File: config.mk
export PLATFORM = sky130hd
export DESIGN_NAME = wh_router_port_flat
export DESIGN_NICKNAME = d
export VERILOG_FILES = /design/src/rtl/wh_router_port_if.sv /design/src/rtl/wh_router_port.sv /design/src/flat_wrapper.sv
export SDC_FILE = /design/constraint.sdc
export NUM_CORES = 1
export LEC_CHECK = 0
export CAP_MARGIN = 20
export CORE_MARGIN = 2
export CORE_UTILIZATION = 26
export DETAILED_ROUTE_END_ITERATION = 10
export SYNTH_ARGS = -nofsm -noshare
export SYNTH_HDL_FRONTEND = slang
export SYNTH_SLANG_ARGS = --single-unit
File: constraint.sdc
create_clock -name clk -period 3.4 [get_ports clk]
set_clock_uncertainty 0.1 [all_clocks]
set_input_delay 0.51 -clock clk [delete_from_list [all_inputs] [get_ports clk]]
set_output_delay 0.51 -clock clk [all_outputs]
set_load 0.02 [all_outputs]
File: src/rtl/wh_router_port_if.sv
// Link-side and crossbar-side signals of one wormhole router port.
// The router takes the slave view; the link/crossbar environment takes the master view.
interface wh_router_port_if #(
  parameter int FLIT_W    = 32,
  parameter int NUM_PORTS = 4
);
  logic                        in_valid;
  logic [FLIT_W-1:0]           in_flit;
  logic                        credit_out;
  logic [NUM_PORTS-1:0]        port_rqs;
  logic                        xbar_gnt;
  logic [FLIT_W-1:0]           xbar_flit;
  logic [NUM_PORTS-1:0]        req_in;
  logic [NUM_PORTS*FLIT_W-1:0] xbar_flits_in;
  logic [NUM_PORTS-1:0]        gnt_out;
  logic                        credit_in;
  logic                        out_valid;
  logic [FLIT_W-1:0]           out_flit;
  logic [NUM_PORTS-1:0]        xbar_cfg_vector;
  logic                        ovf_err;
  logic                        credit_err;
  logic                        route_err;

  modport slave (
    input  in_valid, in_flit, xbar_gnt, req_in, xbar_flits_in, credit_in,
    output credit_out, port_rqs, xbar_flit, gnt_out, out_valid, out_flit,
           xbar_cfg_vector, ovf_err, credit_err, route_err
  );

  modport master (
    output in_valid, in_flit, xbar_gnt, req_in, xbar_flits_in, credit_in,
    input  credit_out, port_rqs, xbar_flit, gnt_out, out_valid, out_flit,
           xbar_cfg_vector, ovf_err, credit_err, route_err
  );
endinterface

File: src/rtl/wh_router_port.sv
// Wormhole router port: input FIFO with head-flit routing and bad-route dropping,
// plus a packet-locked round-robin output arbiter with downstream credit tracking.
//
// rx_state  | RX_ROUTE   | flits route normally; a bad head starts a drop
//           | RX_DROP    | discarding the remainder of a badly routed packet
// arb_state | ARB_OPEN   | no packet owns the output; round-robin scan
//           | ARB_LOCKED | owner_q holds the output until its tail is granted
module wh_router_port #(
  parameter int FLIT_W    = 32,
  parameter int NUM_PORTS = 4,
  parameter int DEPTH     = 4,
  parameter int CREDITS   = 4
) (
  input  logic            clk,
  input  logic            rst,
  wh_router_port_if.slave port_if
);
  localparam int PB = $clog2(NUM_PORTS);
  localparam int AW = $clog2(DEPTH);
  localparam int CW = 4;
  localparam logic [PB:0]   NP_W     = (PB+1)'(NUM_PORTS);
  localparam logic [PB-1:0] LAST     = PB'(NUM_PORTS - 1);
  localparam logic [CW-1:0] CRED_MAX = CW'(CREDITS);
  localparam logic [1:0]    T_HEAD   = 2'b01;

  typedef enum logic {RX_ROUTE, RX_DROP} rx_state_t;
  typedef enum logic {ARB_OPEN, ARB_LOCKED} arb_state_t;

  logic [FLIT_W-1:0] mem [DEPTH];
  logic [AW:0]       wr_ptr, rd_ptr;
  logic              empty, full, push, pop;
  logic [FLIT_W-1:0] head;
  logic [1:0]        head_type;
  logic              head_is_hd, bad_route, dropping;
  logic [PB:0]       dest_raw;
  logic [PB-1:0]     dest, route_q;
  rx_state_t         rx_state;
  arb_state_t        arb_state;
  logic [PB-1:0]     owner_q, rr_q, gnt_idx, rr_next;
  logic [PB:0]       scan;
  logic              gnt_any;
  logic [FLIT_W-1:0] gnt_flit;
  logic [1:0]        gnt_type;
  logic [CW-1:0]     cnt_q;
  logic              credit_out_q, ovf_q, credit_err_q, route_err_q, out_valid_q;
  logic [FLIT_W-1:0] out_flit_q;

  assign empty      = (wr_ptr == rd_ptr);
  assign full       = (wr_ptr[AW] != rd_ptr[AW]) && (wr_ptr[AW-1:0] == rd_ptr[AW-1:0]);
  assign head       = mem[rd_ptr[AW-1:0]];
  assign head_type  = head[FLIT_W-1 -: 2];
  assign head_is_hd = !empty && head_type[0];
  // The dest field carries one guard bit above PB so out-of-range codes are detectable.
  assign dest_raw   = head[PB:0];
  assign bad_route  = head_is_hd && (dest_raw >= NP_W) && (rx_state == RX_ROUTE);
  assign dropping   = !empty && ((rx_state == RX_DROP) || bad_route);
  assign dest       = head_is_hd ? dest_raw[PB-1:0] : route_q;
  assign pop        = !empty && (dropping || port_if.xbar_gnt);
  assign push       = port_if.in_valid && (!full || pop);

  assign port_if.port_rqs  = (!empty && !dropping) ? (NUM_PORTS'(1) << dest) : '0;
  assign port_if.xbar_flit = empty ? '0 : head;

  always_comb begin
    gnt_any = 1'b0;
    gnt_idx = '0;
    scan    = '0;
    if (cnt_q != '0) begin
      if (arb_state == ARB_LOCKED) begin
        gnt_any = port_if.req_in[owner_q];
        gnt_idx = owner_q;
      end else begin
        for (int k = 0; k < NUM_PORTS; k++) begin
          scan = {1'b0, rr_q} + (PB+1)'(k);
          if (scan >= NP_W) scan = scan - NP_W;
          if (!gnt_any && port_if.req_in[scan[PB-1:0]]) begin
            gnt_any = 1'b1;
            gnt_idx = scan[PB-1:0];
          end
        end
      end
    end
  end

  assign gnt_flit = port_if.xbar_flits_in[FLIT_W*int'(gnt_idx) +: FLIT_W];
  assign gnt_type = gnt_flit[FLIT_W-1 -: 2];
  assign rr_next  = (gnt_idx == LAST) ? '0 : gnt_idx + 1'b1;

  assign port_if.gnt_out         = gnt_any ? (NUM_PORTS'(1) << gnt_idx) : '0;
  assign port_if.xbar_cfg_vector = (arb_state == ARB_LOCKED) ? (NUM_PORTS'(1) << owner_q) : '0;
  assign port_if.credit_out      = credit_out_q;
  assign port_if.out_valid       = out_valid_q;
  assign port_if.out_flit        = out_flit_q;
  assign port_if.ovf_err         = ovf_q;
  assign port_if.credit_err      = credit_err_q;
  assign port_if.route_err       = route_err_q;

  always_ff @(posedge clk) begin
    if (push) mem[wr_ptr[AW-1:0]] <= port_if.in_flit;
  end

  always_ff @(posedge clk) begin
    if (!rst) begin
      wr_ptr       <= '0;
      rd_ptr       <= '0;
      route_q      <= '0;
      rx_state     <= RX_ROUTE;
      arb_state    <= ARB_OPEN;
      owner_q      <= '0;
      rr_q         <= '0;
      cnt_q        <= CRED_MAX;
      credit_out_q <= 1'b0;
      ovf_q        <= 1'b0;
      credit_err_q <= 1'b0;
      route_err_q  <= 1'b0;
      out_valid_q  <= 1'b0;
      out_flit_q   <= '0;
    end else begin
      if (push) wr_ptr <= wr_ptr + 1'b1;
      if (pop)  rd_ptr <= rd_ptr + 1'b1;
      credit_out_q <= pop;
      if (port_if.in_valid && full && !pop) ovf_q <= 1'b1;

      if (pop) begin
        case (rx_state)
          RX_ROUTE: begin
            if (bad_route) begin
              route_err_q <= 1'b1;
              if (!head_type[1]) rx_state <= RX_DROP;
            end else if (head_type[0]) begin
              route_q <= dest;
            end
          end
          RX_DROP: if (head_type[1]) rx_state <= RX_ROUTE;
          default: rx_state <= RX_ROUTE;
        endcase
      end

      if (gnt_any) begin
        if (gnt_type == T_HEAD) begin
          arb_state <= ARB_LOCKED;
          owner_q   <= gnt_idx;
        end else if (gnt_type[1]) begin
          arb_state <= ARB_OPEN;
          rr_q      <= rr_next;
        end
        out_flit_q <= gnt_flit;
      end
      out_valid_q <= gnt_any;

      if (port_if.credit_in && (cnt_q == CRED_MAX)) credit_err_q <= 1'b1;
      if (gnt_any && !port_if.credit_in)
        cnt_q <= cnt_q - 1'b1;
      else if (!gnt_any && port_if.credit_in && (cnt_q != CRED_MAX))
        cnt_q <= cnt_q + 1'b1;
    end
  end
endmodule

File: src/flat_wrapper.sv
// flat-port wrapper written by rule: the top's interface ports become plain ports
module wh_router_port_flat 
#(
  parameter int FLIT_W    = 32,
  parameter int NUM_PORTS = 4,
  parameter int DEPTH     = 4,
  parameter int CREDITS   = 4
)
  (clk, rst, port_if_in_valid, port_if_in_flit, port_if_xbar_gnt, port_if_req_in, port_if_xbar_flits_in, port_if_credit_in, port_if_credit_out, port_if_port_rqs, port_if_xbar_flit, port_if_gnt_out, port_if_out_valid, port_if_out_flit, port_if_xbar_cfg_vector, port_if_ovf_err, port_if_credit_err, port_if_route_err);
  wh_router_port_if #(.FLIT_W(FLIT_W), .NUM_PORTS(NUM_PORTS)) port_if_i ();
  input  logic clk;
  input  logic rst;
  input wire logic [$bits(port_if_i.in_valid)-1:0] port_if_in_valid;
  input wire logic [$bits(port_if_i.in_flit)-1:0] port_if_in_flit;
  input wire logic [$bits(port_if_i.xbar_gnt)-1:0] port_if_xbar_gnt;
  input wire logic [$bits(port_if_i.req_in)-1:0] port_if_req_in;
  input wire logic [$bits(port_if_i.xbar_flits_in)-1:0] port_if_xbar_flits_in;
  input wire logic [$bits(port_if_i.credit_in)-1:0] port_if_credit_in;
  output wire logic [$bits(port_if_i.credit_out)-1:0] port_if_credit_out;
  output wire logic [$bits(port_if_i.port_rqs)-1:0] port_if_port_rqs;
  output wire logic [$bits(port_if_i.xbar_flit)-1:0] port_if_xbar_flit;
  output wire logic [$bits(port_if_i.gnt_out)-1:0] port_if_gnt_out;
  output wire logic [$bits(port_if_i.out_valid)-1:0] port_if_out_valid;
  output wire logic [$bits(port_if_i.out_flit)-1:0] port_if_out_flit;
  output wire logic [$bits(port_if_i.xbar_cfg_vector)-1:0] port_if_xbar_cfg_vector;
  output wire logic [$bits(port_if_i.ovf_err)-1:0] port_if_ovf_err;
  output wire logic [$bits(port_if_i.credit_err)-1:0] port_if_credit_err;
  output wire logic [$bits(port_if_i.route_err)-1:0] port_if_route_err;
  assign port_if_i.in_valid = port_if_in_valid;
  assign port_if_i.in_flit = port_if_in_flit;
  assign port_if_i.xbar_gnt = port_if_xbar_gnt;
  assign port_if_i.req_in = port_if_req_in;
  assign port_if_i.xbar_flits_in = port_if_xbar_flits_in;
  assign port_if_i.credit_in = port_if_credit_in;
  assign port_if_credit_out = port_if_i.credit_out;
  assign port_if_port_rqs = port_if_i.port_rqs;
  assign port_if_xbar_flit = port_if_i.xbar_flit;
  assign port_if_gnt_out = port_if_i.gnt_out;
  assign port_if_out_valid = port_if_i.out_valid;
  assign port_if_out_flit = port_if_i.out_flit;
  assign port_if_xbar_cfg_vector = port_if_i.xbar_cfg_vector;
  assign port_if_ovf_err = port_if_i.ovf_err;
  assign port_if_credit_err = port_if_i.credit_err;
  assign port_if_route_err = port_if_i.route_err;
  wh_router_port #(.FLIT_W(FLIT_W), .NUM_PORTS(NUM_PORTS), .DEPTH(DEPTH), .CREDITS(CREDITS)) u_core (.clk(clk), .rst(rst), .port_if(port_if_i));
endmodule
==> results.md, run 1 <==
* IO buf count at 249
* Chip width at 183.9 um
* DR iter-0 viols at 267
* Worst-path cell chain: or4_4, o211ai_2, a21o_2, inv_2, buf_4, ha_1, and2_1, buf_4
* Share of cells above drive strength 1 at 13.06%
* Die area at 33,800 um2
* Synthesis-to-finish area growth at 44.18%
* Post-synth EDFFs at 128
* Ranking of synthesized cells by area: edfxtp_1, dfxtp_1, mux4_2
* I/O pin count at 250
* Met1 Wirelength at 10,120 um
* Final Hold Fails at 0
* Drt first pass iters at 4
* WL/cell at 17.89 um
* Netlist cell types at 57
* Row cnt at 65
* TritonCTS Buffers at 17
* Sw frac at 37.61%
* Cells after synthesis at 602
* Final HPWL DP at 16,080 um
* Family with the most delay on the worst path: simple AND/OR/NAND/NOR gates
* CTS tree: yes
* Leading area contributor after synthesis: edfxtp_1
* Core Util, Final at 38.23%
* Placed Area at 11,490 um2
* DR WL met3 at 866 um
* Clk root buf: clkbuf_16
* Max-slew violations at 0
* GRT overflow at 0
* Antenna cells at 0
* Worst-Skew Late Latency at 0.42 ns
* Worst setup margin at 0.1779 ns
* Setup crit start kind: flop
* GRT Total Usage at 13.35%
* Comb power frac at 46.6%
* Layout Cells excl Fill at 1,275
* Post-synth ARST share at 0%
* Clock power share at 22.0%
* Crit path time final at 3.222 ns
* Synthesized area at 8411 um2
* Final Cycle Share at 94.77%
* Cell mode on critical path: buf_4
* Syn nets at 781
* Routed length on met2 at 11,500 um
* Pint at 5.902 mW
* Seq pwr share at 31.3%
* Vias in the first global route at 5,918
* Initial Util at 26.52%
* Worst path arrival time at 2.61 ns
* Worst-path clk slew at 0.08 ns
* Setup TNS at 0 ns
* Largest net degree at the start of global routing at 54
* Sequential area share after synthesis at 59.27%
* P_sw at 3.557 mW
* Worst-margin pin slew at 0.5825 ns
* Via count at 5,868
* Worst endpoint required time at 2.79 ns
* Pre-CTS setup slack at 0.05020 ns
* Largest stage delay, worst path at 0.62 ns
* Inst Count DP at 1,243
* HP Class: reg -> reg
* Worst VDD drop at 0.0005320 V
* Final ANT Viol Nets at 0
* Total of max-cap violations at 0
* Most common cell in the synthesized netlist: edfxtp_1
* Buffer and inverter count on the worst path at 3
* Die H at 183.9 um
* Crit end category: primary output
* Final instance area at 12,130 um2
* Worst hold slack at 0.3633 ns
* DR vias/cell at 4.602
* Initial antenna violation count at 0
* Peak fanout along the critical path at 33
* Mean Syn Cell Area at 13.97 um2
* Slowest cell on the critical path: or4_4
* Crit path kind: reg -> out
* Fmax at 0.3104 GHz
* Synth top cells by count: edfxtp_1, nand2_1, mux2i_1
* DRC Markers at 0
* Post-CTS setup buffers at 0
* Detailed Route WL at 22,800 um
* Synth Register Bits at 185
* Status: finished clean
* Power, Total at 9.459 mW
* Slew headroom at 61.00%
* RSZ-0062 raised after global routing: false
* Top-area cell type share of the netlist area at 45.70%
* Top FF cell, synth: edfxtp_1
* PD cells at 780.0 nW/um2
* Core area at 31,720 um2
* First-pass GRT wire length at 34,410 um
* H-tree depth at 4
* Yosys warns at 0
* Top sig layer: met4
* P_leak at 4.516 nW
* Gpl congestion at 0.7303
* Final Setup Violations at 0
* CTS max path bufs at 2
* Nets@finish at 1,039
* CTS sink count at 185
[placed cells by master (no fill, tap or decap), drive strengths merged, types with 4 or more instances in the layout]
cell type	count
buf	28
clkinv	4
nand2b	6
clkbuf	17
o21ai	4
mux4	33
o31ai	4
ha	10
edfxtp	128
mux2i	67
nor3b	4
inv	26
clkdlybuf4s50	241
o211ai	5
nand2	73
nor2	30
a32o	30
dfxtp	57
xor2	4
a21oi	5
xnor2	6
and2	37
dlymetal6s2s	4
[cell families (layout without fill, tap and decap cells)]
| family | count (synthesis) | after routing | share of synthesized area [%] |
|---|---|---|---|
| AO/OA/AOI/OAI | 75 | 75 | 8.167 |
| XOR/XNOR | 10 | 10 | 1.041 |
| adder cells (fa/ha/maj) | 10 | 10 | 1.488 |
| buffers and inverters | 52 | 323 | 3.288 |
| flip-flops | 185 | 185 | 59.27 |
| multiplexers | 101 | 101 | 16.99 |
| AND/OR/NAND/NOR | 169 | 169 | 9.759 |
[timing repair]
action,in CTS,in global routing
resized for setup,3,7
setup endpoints to repair,3,17
hold buffers,0,0
[layer usage]
layer,vias to the layer above,track usage [%]
li1,2802,-
met1,2911,17.86
met2,136,22.20
met3,19,2.417
met4,0,3.680
met5,-,0
[worst min-delay path, stage by stage (launching register included)]
cell	delay, ns
dfxtp_1	0.32
nand2_1	0.05
a21oi_1	0.05
[worst paths after layout]
check | cells past startpoint | endpoint | slack, ns | start
setup reg to reg | 6 | u_core.mem[0][5]$_DFFE_PP_ | 0.56 | flop
setup / recovery | 8 | port_if_gnt_out[2] | 0.18 | u_core.cnt_q[0]$_SDFFE_PN0P_
hold reg to reg | 2 | u_core.port_if.out_flit[30]$_SDFFE_PN0P_ | 0.36 | u_core.port_if.out_flit[30]$_SDFFE_PN0P_
hold / removal | 2 | u_core.port_if.out_flit[30]$_SDFFE_PN0P_ | 0.36 | u_core.port_if.out_flit[30]$_SDFFE_PN0P_
[flip-flops by register name, summed over array words and instances, names as in the netlist, 2 cells and up, named ones only]
| signal | cells |
|---|---|
| u_core.port_if.out_flit | 32 |
| u_core.cnt_q | 4 |
| u_core.owner_q | 2 |
| u_core.rd_ptr | 3 |
| u_core.route_q | 2 |
| u_core.wr_ptr | 3 |
| u_core.mem | 128 |
| u_core.rr_q | 2 |
[layout make-up]
class | count | area [um2]
Clock buffer | 17 | 425.4
Clock inverter | 15 | 198.9
Fill cell | 3043 | 19590
Inverter | 15 | 56.30
Multi-Input combinational cell | 365 | 3191
Sequential cell | 185 | 4987
Tap cell | 402 | 503.0
Timing Repair Buffer | 276 | 2765
[power groups by stage]
stage | sequential [mW] | combinational, mW | clock (mW)
after floorplan | 3.20 | 2.59 | 0
after global placement | 3.01 | 4.47 | 0
after detailed placement | 3.02 | 4.49 | 0
after CTS | 2.97 | 4.50 | 2.15
after global routing | 3.02 | 4.75 | 2.25
final | 2.96 | 4.41 | 2.08
Note: power is estimated with default switching activity, not from simulation.
==> run 2: changes to the inputs <==
--- a/config.mk
+++ b/config.mk
@@ -6,9 +6,13 @@
 export NUM_CORES = 1
 export LEC_CHECK = 0
 export CAP_MARGIN = 20
+export CELL_PAD_IN_SITES_DETAIL_PLACEMENT = 1
+export CELL_PAD_IN_SITES_GLOBAL_PLACEMENT = 2
 export CORE_MARGIN = 2
 export CORE_UTILIZATION = 26
 export DETAILED_ROUTE_END_ITERATION = 10
+export PLACE_DENSITY_LB_ADDON = 0.1
+export SLEW_MARGIN = 20
 export SYNTH_ARGS = -nofsm -noshare
 export SYNTH_HDL_FRONTEND = slang
 export SYNTH_SLANG_ARGS = --single-unit
==> run 2 against run 1 <==
  * Combinational power barely moved
  * First-iteration DRC count is 8.6% lower
  * Utilization fell by 0.11 points
  * Via count up 0.63%
  * Maximum frequency is 0.44% lower
  * Sequential share of layout area rose by 0.10 points
  * Worst hold slack better by 0.0057 ns
  * Sequential cell count is the same
  * Critical endpoint is now port_if_gnt_out[1]
  * Highest routed layer is now met5
==> results.md, run 2 (synthesis gave the netlist of run 1 again) <==
* Nets@finish at 1,035 (-0.38%)
* Total of max-cap violations at 0 (unchanged)
* Final Hold Fails at 0 (unchanged)
* Detailed Route WL at 24,540 um (+7.6%)
* P_leak at 4.478 nW (-0.82%)
* PD cells at 777.3 nW/um2 (-0.34%)
* Power, Total at 9.400 mW (-0.62%)
* Met2 Track Usage GR at 26.02% (+3.8 points)
* Vias in the first global route at 6,693 (+13%)
* Row cnt at 65 (unchanged)
* Met1 Use GR at 16.65% (-1.2 points)
* DR iter-0 viols at 244 (-8.6%)
* Worst path arrival time at 2.63 ns (+0.02 ns)
* Final HPWL DP at 17,970 um (+12%)
* DRC Markers at 0 (unchanged)
* Inst Count DP at 1,239 (-0.32%)
* Worst-Skew Late Latency at 0.43 ns (about the same)
* H-tree depth at 4 (unchanged)
* Family with the most delay on the worst path: buffers and inverters
* Busiest layer in global routing: met2
* Placed Area at 11,480 um2 (about the same)
* Final ANT Viol Nets at 0 (unchanged)
* Initial antenna violation count at 2 (+2)
* Die H at 183.9 um (unchanged)
* CTS sink count at 185 (unchanged)
* Crit end category: primary output
* GRT overflow at 0 (unchanged)
* TritonCTS Buffers at 17 (unchanged)
* Initial Util at 26.52% (unchanged)
* Final instance area at 12,090 um2 (-0.28%)
* CTS max path bufs at 2 (unchanged)
* Gpl congestion at 0.8069 (+10%)
* Buffer and inverter count on the worst path at 3 (unchanged)
* IO buf count at 249 (unchanged)
* Peak fanout along the critical path at 6 (-82%)
* Crit path kind: in -> out
* Worst-margin pin slew at 0.7477 ns (+0.1652 ns)
* Final Setup Violations at 0 (unchanged)
* Worst-path clk slew at 0.08 ns (about the same)
* Fillers at 3,347 (+10%)
* Worst endpoint required time at 2.79 ns (about the same)
* Largest stage delay, worst path at 0.56 ns (-0.06 ns)
* Fmax at 0.3090 GHz (-0.44%)
* Max-slew violations at 0 (unchanged)
* Status: finished clean
* HP Class: reg -> reg
* Chip width at 183.9 um (unchanged)
* I/O pin count at 250 (unchanged)
* RSZ-0062 raised after global routing: false
* DR vias/cell at 4.642 (+0.87%)
* Share of cells above drive strength 1 at 12.54% (-0.52 points)
* CTS tree: yes
* Drt first pass iters at 5 (+1)
* Worst VDD drop at 0.0004365 V (-18%)
* Slowest cell on the critical path: clkdlybuf4s50_1
* Largest net degree at the start of global routing at 56 (+3.7%)
* Via count at 5,905 (+0.63%)
* Setup crit start kind: primary input
* Setup TNS at 0 ns (unchanged)
* Post-CTS setup buffers at 0 (unchanged)
* Final Cycle Share at 95.18% (+0.42 points)
* GRT Total Usage at 14.88% (+1.5 points)
* Largest register FFs at 128 (unchanged)
* Core area at 31,720 um2 (unchanged)
* Crit path time final at 3.236 ns (+0.01417 ns)
* Synthesis-to-finish area growth at 43.78%
* Hold buffers post-CTS at 0 (unchanged)
* WL/cell at 19.30 um (+7.9%)
* Most frequent cells in the layout: clkdlybuf4s50_1, edfxtp_1, nand2_1
* Worst-path cell chain: clkdlybuf4s50_1, nor2b_1, nor3b_2, o211a_1, nor2_4, inv_1, ha_1, and2_1, dlygate4sd2_1
* Commonest non-fill, non-tap cell in the layout: clkdlybuf4s50_1
* Die area at 33,800 um2 (unchanged)
* First-pass GRT wire length at 37,970 um (+10%)
* GRT met3 Usage at 6.082% (+3.7 points)
* Core Util, Final at 38.13% (-0.11 points)
* Clk root buf: clkbuf_16
* Slew headroom at 49.94% (-11 points)
* Layout Cells excl Fill at 1,272 (-0.24%)
[run 2: timing repair]
item | in CTS | in global routing
pin swaps | 0 | 0
gates resized for setup | 5 | 6
endpoints found under the setup margin | 4 | 4
[run 2: area by class of cell]
cell class,instances,area (um2),area share [%]
diodes,1,2.502,0.02069
clock buffers,17,425.4,3.518
clock inverters,15,173.9,1.438
inverters,15,56.30,0.4656
multi-input cells,365,3196,26.43
flip-flops and latches,185,4986,41.23
well taps,402,503.0,4.159
repair buffers,272,2750,22.74
[run 2: metrics by stage]
step	worst slack, ns	hold slack, ns
final	0.1637	0.3690
after global routing	0.004788	0.3984
after CTS	0.003652	0.3712
after detailed placement	-0.07725	0.3559
after global placement	-0.005595	0.3529
after floorplan	-0.01034	0.3596
[run 2: worst register-to-register path: cells and delay by family, from the launching register on]
| kind | cells | cell delay [ns] |
|---|---|---|
| multiplexers | 1 | 0.57 |
| AND/OR/NAND/NOR | 1 | 0.26 |
| flip-flops | 1 | 0.35 |
| buffers and inverters | 3 | 0.60 |
| AO/OA/AOI/OAI | 2 | 0.73 |
[run 2: where the power goes]
group / leakage, nW / internal, mW / switching [mW] / total [mW]
logic: 2.54 / 2.10 / 2.34 / 4.44
registers: 1.65 / 2.75 / 0.232 / 2.98
clock network: 0.292 / 0.996 / 0.983 / 1.98
[run 2: final timing paths]
kind              cells after the start                                     start                                        to  slack [ns]
hold reg to reg                       2  u_core.port_if.out_flit[30]$_SDFFE_PN0P_  u_core.port_if.out_flit[30]$_SDFFE_PN0P_        0.37
setup reg to reg                      7                                      flop               u_core.mem[0][27]$_DFFE_PP_        0.53
hold / removal                        2  u_core.port_if.out_flit[30]$_SDFFE_PN0P_  u_core.port_if.out_flit[30]$_SDFFE_PN0P_        0.37
setup / recovery                      9                         port_if_req_in[2]                        port_if_gnt_out[1]        0.16
[run 2: routing by layer]
layer  up-vias  share of wire (%)
met5         -              0.057
met1      2879                 40
li1       2799                  -
met2       207                 50
met4         2                1.2
met3        18                8.9
==> run 3: changes to the inputs <==
--- a/config.mk
+++ b/config.mk
@@ -8,9 +8,10 @@
 export CAP_MARGIN = 20
 export CELL_PAD_IN_SITES_DETAIL_PLACEMENT = 1
 export CELL_PAD_IN_SITES_GLOBAL_PLACEMENT = 2
-export CORE_MARGIN = 2
+export CORE_MARGIN = 4
 export CORE_UTILIZATION = 26
 export DETAILED_ROUTE_END_ITERATION = 10
+export HOLD_SLACK_MARGIN = 0.02
 export PLACE_DENSITY_LB_ADDON = 0.1
 export SLEW_MARGIN = 20
 export SYNTH_ARGS = -nofsm -noshare
==> run 3 against run 2 <==
  * Via count rose by 1.0%
  * Critical path depth fell by 4
  * Largest cell class unchanged
  * Sequential power is essentially flat
  * Register-to-register slack better by 0.02 ns
  * Power rose by 0.63%
  * First-iteration DRC count is 31% lower
  * Combinational power hardly changed
  * Worst hold slack got worse by 0.0038 ns
  * Non-clock buffer count down 1
  * Final area shrank 0.12%
  * Sequential share of layout area up 0.062 points
==> results.md, run 3 (synthesis gave the netlist of run 1 again) <==
* Worst-margin pin slew at 0.7685 ns (+0.02088 ns)
* CTS sink count at 185 (unchanged)
* Most frequent cells in the layout: clkdlybuf4s50_1, edfxtp_1, nand2_1
* Family with the most delay on the worst path: buffers and inverters
* Routed length on met2 at 12,570 um (+2.5%)
* WL/cell at 20.13 um (+4.3%)
* Vias in the first global route at 6,613 (-1.2%)
* Worst-path clk slew at 0.08 ns (about the same)
* Final Hold Fails at 0 (unchanged)
* Slowest cell on the critical path: clkdlybuf4s50_1
* Initial antenna violation count at 2 (unchanged)
* Worst-Skew Late Latency at 0.43 ns (about the same)
* Setup TNS at 0 ns (unchanged)
* Status: finished clean
* CTS tree: yes
* H-tree depth at 4 (unchanged)
* Worst-path cell chain: buf_4, mux4_2, a21o_1, nor4_1, clkdlybuf4s50_1
* Final ANT Viol Nets at 0 (unchanged)
* Via count at 5,967 (+1.0%)
* Worst endpoint required time at 2.79 ns (about the same)
* Met1 Wirelength at 10,580 um (+8.0%)
* Core area at 31,720 um2 (unchanged)
* PD cells at 783.2 nW/um2 (+0.75%)
* Worst hold slack at 0.3653 ns (-0.003751 ns)
* Detailed Route WL at 25,570 um (+4.2%)
* Crit path time final at 3.247 ns (+0.01087 ns)
* Share of cells above drive strength 1 at 12.33% (-0.22 points)
* Slew headroom at 48.54% (-1.4 points)
* Final Cycle Share at 95.50% (+0.32 points)
* Chip width at 187.9 um (+2.2%)
* DR WL met3 at 2172 um (about the same)
* Max-slew violations at 0 (unchanged)
* First-pass GRT wire length at 39,030 um (+2.8%)
* I/O pin count at 250 (unchanged)
* Fmax at 0.3080 GHz (-0.33%)
* Row cnt at 65 (unchanged)
* Nets@finish at 1,034 (-0.097%)
* Top sig layer: met5
* Worst VDD drop at 0.0004284 V (-1.8%)
* Die H at 187.9 um (+2.2%)
* GRT Total Usage at 14.32% (-0.55 points)
* Peak fanout along the critical path at 7 (+1)
* TritonCTS Buffers at 17 (unchanged)
* Die area at 35,290 um2 (+4.4%)
* Initial Util at 26.52% (unchanged)
* Gpl congestion at 0.8249 (+2.2%)
* HP Class: reg -> reg
* R2R setup slack at 0.55 ns (+0.02 ns)
* Setup crit start kind: flop
* DR iter-0 viols at 168 (-31%)
* DR vias/cell at 4.698 (+1.2%)
* RSZ-0062 raised after global routing: false
* DRC Markers at 0 (unchanged)
* CTS max path bufs at 2 (unchanged)
* Largest stage delay, worst path at 0.66 ns (+0.10 ns)
* Worst path arrival time at 2.64 ns (about the same)
* Largest register FFs at 128 (unchanged)
* IO buf count at 249 (unchanged)
* Crit end category: primary output
* Final Setup Violations at 0 (unchanged)
* Clk root buf: clkbuf_16
* Synthesis-to-finish area growth at 43.60%
* Antenna cells at 0 (-1)
* Largest net degree at the start of global routing at 57 (+1.8%)
* Crit path kind: reg -> out
* Buffer and inverter count on the worst path at 2 (-1)
* Power, Total at 9.459 mW (+0.63%)
* Drt first pass iters at 4 (-1)
* GRT overflow at 0 (unchanged)
* P_leak at 4.469 nW (-0.21%)
* Commonest non-fill, non-tap cell in the layout: clkdlybuf4s50_1
* Final HPWL DP at 18,830 um (+4.7%)
* Total of max-cap violations at 0 (unchanged)
-- run 3: cell count changes in the layout (fill, tap and decap cells not counted), sizes merged --
cell and delta:
clkinv -2, buf -1, diode -1, inv +2
-- run 3: final timing paths --
| check | start | to | cells after the start |
|---|---|---|---|
| setup / recovery | flop | port_if_port_rqs[3] | 5 |
| hold / removal | u_core.port_if.out_flit[31]$_SDFFE_PN0P_ | u_core.port_if.out_flit[31]$_SDFFE_PN0P_ | 2 |
| setup reg to reg | u_core.cnt_q[0]$_SDFFE_PN0P_ | u_core.port_if.out_flit[20]$_SDFFE_PN0P_ | 8 |
| hold reg to reg | u_core.port_if.out_flit[31]$_SDFFE_PN0P_ | u_core.port_if.out_flit[31]$_SDFFE_PN0P_ | 2 |
-- run 3: worst min-delay path: stages, from the launching register on --
cell     delay, ns
dfxtp_1       0.31
nand2_1       0.05
a21oi_1       0.05
-- run 3: final cells by class --
class / instances / area, um2
fillers: 3370 / 19640
flip-flops and latches: 185 / 4987
multi-input cells: 365 / 3192
repair buffers: 271 / 2710
well taps: 402 / 503.0
clock buffers: 17 / 425.4
clock inverters: 15 / 203.9
inverters: 15 / 56.30
-- run 3: layer usage --
metal | track usage [%] | vias up
met5 | 0 | -
met2 | 24.56 | 205
met1 | 17.03 | 2942
met3 | 5.566 | 20
met4 | 3.388 | 4
li1 | - | 2796
-- run 3: where the power goes --
part | leakage [nW] | switching [mW] | internal, mW | total, mW
combinational | 2.52 | 2.35 | 2.07 | 4.43
clock | 0.303 | 1.02 | 1.02 | 2.04
sequential | 1.65 | 0.236 | 2.75 | 2.99
-- run 3: metrics by stage --
stage,instances,setup WS (ns),utilization (%),area (um2)
after floorplan,602,-0.01034,-,8413
after global placement,1235,0.01788,35.87,11380
after detailed placement,1238,-0.03266,36.06,11440
after CTS,1270,0.003145,38.06,12070
after global routing,1270,0.01657,38.08,12080
final,1270,0.1529,38.08,12080
-- run 3: what timing repair did --
action	CTS	global route
gates resized for setup	5	3
hold buffers	0	0
buffers inserted	0	0
endpoints found under the setup margin	5	3
